File: src/rtl/fetch_pkg.sv
// Shared definitions for the fetch stage: BTB sizing default, 2-bit counter
// encodings and the bubble instruction.
package fetch_pkg;

  localparam int DEFAULT_BTB_ENTRIES = 16;

  typedef enum logic [1:0] {
    STRONG_NT = 2'd0,
    WEAK_NT   = 2'd1,
    WEAK_T    = 2'd2,
    STRONG_T  = 2'd3
  } counter_t;

  localparam logic [31:0] BUBBLE_INSTR = 32'h0;

  // Saturating step of a 2-bit direction counter toward the resolved outcome.
  function automatic counter_t next_count(counter_t c, logic taken);
    if (taken) return (c == STRONG_T) ? STRONG_T : counter_t'(c + 2'd1);
    else return (c == STRONG_NT) ? STRONG_NT : counter_t'(c - 2'd1);
  endfunction

endpackage

File: src/rtl/btb_2bit.sv
// Direct-mapped branch target buffer with 2-bit saturating direction counters.
// Lookup is combinational on the current PC; updates land on the clock edge.
module btb_2bit
  import fetch_pkg::*;
#(
  parameter int ENTRIES = DEFAULT_BTB_ENTRIES
) (
  input  logic        CLK,
  input  logic        RESET,
  input  logic [31:0] lookup_pc,
  input  logic        upd_valid,
  input  logic [31:0] upd_pc,
  input  logic [31:0] upd_target,
  input  logic        upd_taken,
  output logic        pred_taken,
  output logic [31:0] pred_target,
  output counter_t    pred_count
);

  localparam int IW = $clog2(ENTRIES);
  localparam int TW = 32 - IW - 2;

  logic             valid_q  [ENTRIES];
  logic [TW-1:0]    tag_q    [ENTRIES];
  logic [31:0]      target_q [ENTRIES];
  counter_t         count_q  [ENTRIES];

  logic [IW-1:0] lk_idx, up_idx;
  logic [TW-1:0] lk_tag, up_tag;
  logic          lk_hit, up_hit;

  assign lk_idx = lookup_pc[IW+1:2];
  assign lk_tag = lookup_pc[31:IW+2];
  assign up_idx = upd_pc[IW+1:2];
  assign up_tag = upd_pc[31:IW+2];

  logic unused_upd_low;
  assign unused_upd_low = &{1'b0, upd_pc[1:0]};

  // Lookup reads registered contents, so a same-cycle update is not visible yet.
  assign lk_hit      = valid_q[lk_idx] && (tag_q[lk_idx] == lk_tag);
  assign up_hit      = valid_q[up_idx] && (tag_q[up_idx] == up_tag);
  assign pred_taken  = lk_hit && count_q[lk_idx][1];
  assign pred_target = lk_hit ? target_q[lk_idx] : lookup_pc + 32'd4;
  assign pred_count  = lk_hit ? count_q[lk_idx] : WEAK_NT;

  always_ff @(posedge CLK or negedge RESET) begin
    if (!RESET) begin
      for (int i = 0; i < ENTRIES; i++) begin
        valid_q[i]  <= 1'b0;
        tag_q[i]    <= '0;
        target_q[i] <= '0;
        count_q[i]  <= WEAK_NT;
      end
    end else if (upd_valid) begin
      target_q[up_idx] <= upd_target;
      if (up_hit) begin
        count_q[up_idx] <= next_count(count_q[up_idx], upd_taken);
      end else begin
        valid_q[up_idx] <= 1'b1;
        tag_q[up_idx]   <= up_tag;
        count_q[up_idx] <= upd_taken ? WEAK_T : WEAK_NT;
      end
    end
  end

endmodule

File: src/rtl/fetch_predict.sv
// Fetch stage: PC register, instruction-memory handshake, BTB-driven next-PC
// selection and the registered hand-off to decode.
module fetch_predict
  import fetch_pkg::*;
#(
  parameter logic [31:0] RESET_PC    = 32'hBFC0_0000,
  parameter int          BTB_ENTRIES = DEFAULT_BTB_ENTRIES
) (
  input  logic        CLK,
  input  logic        RESET,
  input  logic        FLUSH,
  input  logic        FREEZE,
  input  logic        Request_Alt_PC,
  input  logic [31:0] Alt_PC,
  input  logic [31:0] IM_Data,
  input  logic        IM_Valid,
  input  logic        Upd_Valid,
  input  logic [31:0] Upd_PC,
  input  logic [31:0] Upd_Target,
  input  logic        Upd_Taken,
  output logic [31:0] IM_Addr,
  output logic        IM_Req,
  output logic [31:0] Instr_OUT,
  output logic [31:0] Instr_PC_OUT,
  output logic [31:0] Instr_PC_Plus4_OUT,
  output logic        Branch_prediction_OUT,
  output logic [31:0] Branch_prediction_addr_OUT,
  output logic [1:0]  Branch_predictions_OUT
);

  logic [31:0] pc_q, pc_d, pc_plus4, pred_target;
  logic        pred_taken, fetch;
  counter_t    pred_count;

  btb_2bit #(.ENTRIES(BTB_ENTRIES)) u_btb (
    .CLK        (CLK),
    .RESET      (RESET),
    .lookup_pc  (pc_q),
    .upd_valid  (Upd_Valid),
    .upd_pc     (Upd_PC),
    .upd_target (Upd_Target),
    .upd_taken  (Upd_Taken),
    .pred_taken (pred_taken),
    .pred_target(pred_target),
    .pred_count (pred_count)
  );

  assign pc_plus4 = pc_q + 32'd4;
  assign fetch    = IM_Valid && !FREEZE;
  assign IM_Addr  = pc_q;
  assign IM_Req   = RESET && !FREEZE;

  // A decode redirect wins even while stalled or waiting on memory.
  always_comb begin
    pc_d = pc_q;
    if (Request_Alt_PC)            pc_d = Alt_PC;
    else if (fetch && pred_taken)  pc_d = pred_target;
    else if (fetch)                pc_d = pc_plus4;
  end

  always_ff @(posedge CLK or negedge RESET) begin
    if (!RESET) pc_q <= RESET_PC;
    else        pc_q <= pc_d;
  end

  // FLUSH beats FREEZE; a memory wait inserts a bubble but keeps the PC outputs.
  always_ff @(posedge CLK or negedge RESET) begin
    if (!RESET) begin
      Instr_OUT                  <= BUBBLE_INSTR;
      Instr_PC_OUT               <= '0;
      Instr_PC_Plus4_OUT         <= '0;
      Branch_prediction_OUT      <= 1'b0;
      Branch_prediction_addr_OUT <= '0;
      Branch_predictions_OUT     <= '0;
    end else if (FLUSH) begin
      Instr_OUT                  <= BUBBLE_INSTR;
      Branch_prediction_OUT      <= 1'b0;
      Branch_prediction_addr_OUT <= '0;
      Branch_predictions_OUT     <= '0;
    end else if (!FREEZE) begin
      if (IM_Valid) begin
        Instr_OUT                  <= IM_Data;
        Instr_PC_OUT               <= pc_q;
        Instr_PC_Plus4_OUT         <= pc_plus4;
        Branch_prediction_OUT      <= pred_taken;
        Branch_prediction_addr_OUT <= pred_target;
        Branch_predictions_OUT     <= pred_count;
      end else begin
        Instr_OUT              <= BUBBLE_INSTR;
        Branch_prediction_OUT  <= 1'b0;
        Branch_predictions_OUT <= '0;
      end
    end
  end

endmodule

File: config.mk
export PLATFORM = sky130hd
export DESIGN_NAME = fetch_predict
export DESIGN_NICKNAME = d
export VERILOG_FILES = /design/src/rtl/fetch_pkg.sv /design/src/rtl/btb_2bit.sv /design/src/rtl/fetch_predict.sv
export SDC_FILE = /design/constraint.sdc
export NUM_CORES = 2
export LEC_CHECK = 0
export CAP_MARGIN = 20
export CORE_MARGIN = 4
export CORE_UTILIZATION = 35
export DETAILED_ROUTE_END_ITERATION = 16
export GPL_ROUTABILITY_DRIVEN = 0
export HOLD_SLACK_MARGIN = 0.12
export RECOVER_POWER = 50
export SETUP_SLACK_MARGIN = 0.15
export SYNTH_ARGS = -nofsm -noshare
export SYNTH_HDL_FRONTEND = slang
export SYNTH_HIERARCHICAL = 1
export SYNTH_SLANG_ARGS = --single-unit
File: constraint.sdc
create_clock -name CLK -period 4.4 [get_ports CLK]
set_input_delay 0.88 -clock CLK [delete_from_list [all_inputs] [get_ports CLK]]
set_output_delay 0.88 -clock CLK [all_outputs]
set_load 0.005 [all_outputs]
==> impl_results.md <==
- Status: finished, violations left
- Failing checks: capacitance limit, slew limit, setup timing
- CP Launch Type: register
- Area Overhead vs Synth: 20.90%
- Via count: 43480
- Total wire length: 203600 um
- Final worst slack: -0.1116 ns
- Die ar.: 173200 um^2
- Largest net degree at the start of global routing: 151
- Gr usage total: 23.09%
- Total CTS buffers: 131
- Residual DRC: 0
- Vias in the first global route: 43820
- Worst-path clk slew: 0.06 ns
- Max-Cap Viols: 6
- Count of cell types in the netlist: 77
- Sequential-to-total area share from yosys stat: 48.84%
- NumNets Final: 5620
- Die Width: 416.2 um
- Syn nets: 5294
- Num Clock Sinks: 1137
- Worst setup EP type: register
- VDD IR max: 0.3270 mV
- Synth Instances: 5156
- Global-route wire length before repair: 299700 um
- Placed inst area: 65120 um^2
- Asr flop ratio synth: 100.0%
- Req. time, crit path: 5.00 ns
- CTS H-tree depth: 4
- IO Count: 300
- Synthesized flop and latch total: 1137
- Final setup fails: 92
- Slew Viols, Final: 576
- Die Y: 416.2 um
- Worst Skew: 0.03135 ns
- HP Class: reg -> reg
- Maximum buffer depth of the clock tree: 3
- Total gr overflow: 0
- CTS tree: yes
- Yosys warnings: 6
- Tmin final: 4.512 ns
- Layout cell share with drive strength beyond 1: 26.56%
- I/O Buffers: 297
- RSZ-0062 raised after global routing: yes
- Fillers: 15320
- WL per Instance: 26.16 um
- Top post-synthesis cells by area: dfrtp_1 (48%), mux4_2 (16%), nand2_1 (12%)
- Cell row count: 149
- Routed vias/inst: 5.587
- Multi-input logic area: 28160 um^2
- Max FO, Critical Path: 8
- FMAX: 221.6 MHz
- Final hold vios: 0
- Critical setup path kind: reg -> reg
- Slew @ Worst Pin: 2.676 ns
- Initial core utilization: 35.27%
- EDFF count, synth: 0
- Register Area: 28500 um^2
- Max-slew headroom: -78.39%
- Area share of the largest cell type after synthesis: 47.72%
- Post-DP HPWL: 130300 um
- Tot Pwr: 32940 uW
- Leakage power: 0.03182 uW
- Fin Hold WS: 0.4687 ns
- Mapped Area: 58320 um^2
- Most used DFF post-synth: dfrtp_1
- Crit path DAT: 5.11 ns
- Final Cycle Share: 102.5%
- Clock latency on the worst-skew pair: 0.77 ns
- Cell taking the most area after synthesis: dfrtp_1
- Post-Syn Area per Cell: 11.31 um^2
- Initial DRC count: 4618
- Final Cell Area: 70510 um^2
- DRT antenna net count: 0
- Initial antenna violation count: 22
- Initial DRT Pass Iterations: 5
- Core footprint: 165400 um^2
- CTS Root Cell: clkbuf_16
- Power density over the cells: 467.3 nW/um^2
[worst max-delay path: stages, from the launching register on]
cell       delay [ns]
dfrtp_4          0.49
buf_12           0.15
clkbuf_16        0.20
mux4_2           0.51
mux4_2           0.55
xnor2_2          0.14
nand4_1          0.23
or4_4            0.54
nor4_4           0.17
buf_6            0.15
buf_12           0.12
buf_4            0.11
mux2_4           0.31
a2111oi_4        0.29
a21oi_1          0.10
a31oi_1          0.17
o21ai_0          0.10
[layer usage]
metal	up-vias	global-route usage [%]	part of all wire, %
met5	-	0	0
met3	421	3.941	7.2
li1	18530	-	-
met2	1878	37.64	48
met1	22650	29.65	39
met4	0	12.00	5.6
[final timing paths]
kind,endpoint,slack (ns),cells after the start,start
worst min register to register,u_btb/target_q[14],0.47,2,u_btb/target_q[14]
worst max register to register,IM_Addr[12],-0.11,16,IM_Addr[2]
worst min-delay path,u_btb/target_q[14],0.47,2,u_btb/target_q[14]
worst max-delay path,IM_Addr[12],-0.11,16,IM_Addr[2]
min in group asynchronous,u_btb/target_q[169],0.65,2,RESET
max in group asynchronous,u_btb/tag_q[191],0.68,4,RESET
[cell usage after synthesis, drive strengths merged, types with 17 or more instances]
library cell	n
xor2	39
inv	21
nand2b	22
o32ai	21
mux2	450
buf	143
dfrtp	1112
nand4	30
xnor2	71
or4	18
nand3	41
or3	21
o21ai	113
mux2i	76
a31oi	20
o211ai	17
a21oi	101
mux4	406
nor2	68
a22o	45
nand2	1846
clkbuf	309
dfstp	25
[where the power goes]
group / total [uW] / leakage [uW] / internal (uW) / switching [uW]
Clock: 11100 / 0.00214 / 6550 / 4550
Combinational: 7670 / 0.0155 / 4160 / 3520
Sequential: 14200 / 0.0142 / 12600 / 1550
[layout by cell type (no fill, tap or decap), types with 73 or more instances in the layout]
cell             instances
a21oi_1                 87
buf_4                  236
clkbuf_16              140
clkdlybuf4s50_1        290
dfrtp_1               1108
mux2_1                  90
mux2_2                 233
mux2_4                 127
mux2i_1                 73
mux4_2                 406
nand2_1               1808
[timing repair]
action | CTS | global route
endpoints found under the hold margin | 8 | 0
hold buffers | 1 | 0
buffers inserted | 13 | 17
cloned | 4 | 3
setup endpoints to repair | 53 | 61
pin swaps | 12 | 26
gates resized for setup | 58 | 135
[cell families after synthesis]
logic type | after synthesis | share of synthesized area [%]
adders and majority gates | 2 | 0.04290
and+or+nand+nor | 2116 | 14.61
xor gates and xnor gates | 110 | 1.652
buffers and inverters | 475 | 3.954
AOI/OAI and AO/OA | 384 | 4.581
DFF | 1137 | 48.84
muxes | 932 | 26.32
[layout make-up]
type	instances	share of cell area, %
clock inverters	32	0.5200
well taps	2189	3.885
flip-flops and latches	1137	40.42
inverters	22	0.1224
multi-input cells	3544	39.94
diodes	14	0.04969
repair buffers	646	9.421
clock buffers	198	5.641
[sequential cells by signal (all words and copies together), names as in the netlist, 16 cells and up]
register and flops:
u_btb/count_q 32, u_btb/valid_q 16, Instr_OUT 32, IM_Addr 32
u_btb/tag_q 416, Instr_PC_OUT 32, u_btb/target_q 512, Instr_PC_Plus4_OUT 30
Branch_prediction_addr_OUT 32
[through the flow]
step / TNS (ns) / cells / worst slack (ns) / util [%]
floorplan: 0 / 5156 / 0.1186 / -
global placement: -7.420 / 7499 / -0.1798 / 39.38
detailed placement: -19.72 / 7499 / -0.2610 / 39.38
CTS: -0.1918 / 7747 / -0.03351 / 42.27
global route: -8.263 / 7781 / -0.1918 / 42.64
finish: -5.712 / 7782 / -0.1116 / 42.64
Note: power is estimated with default switching activity, not from simulation.
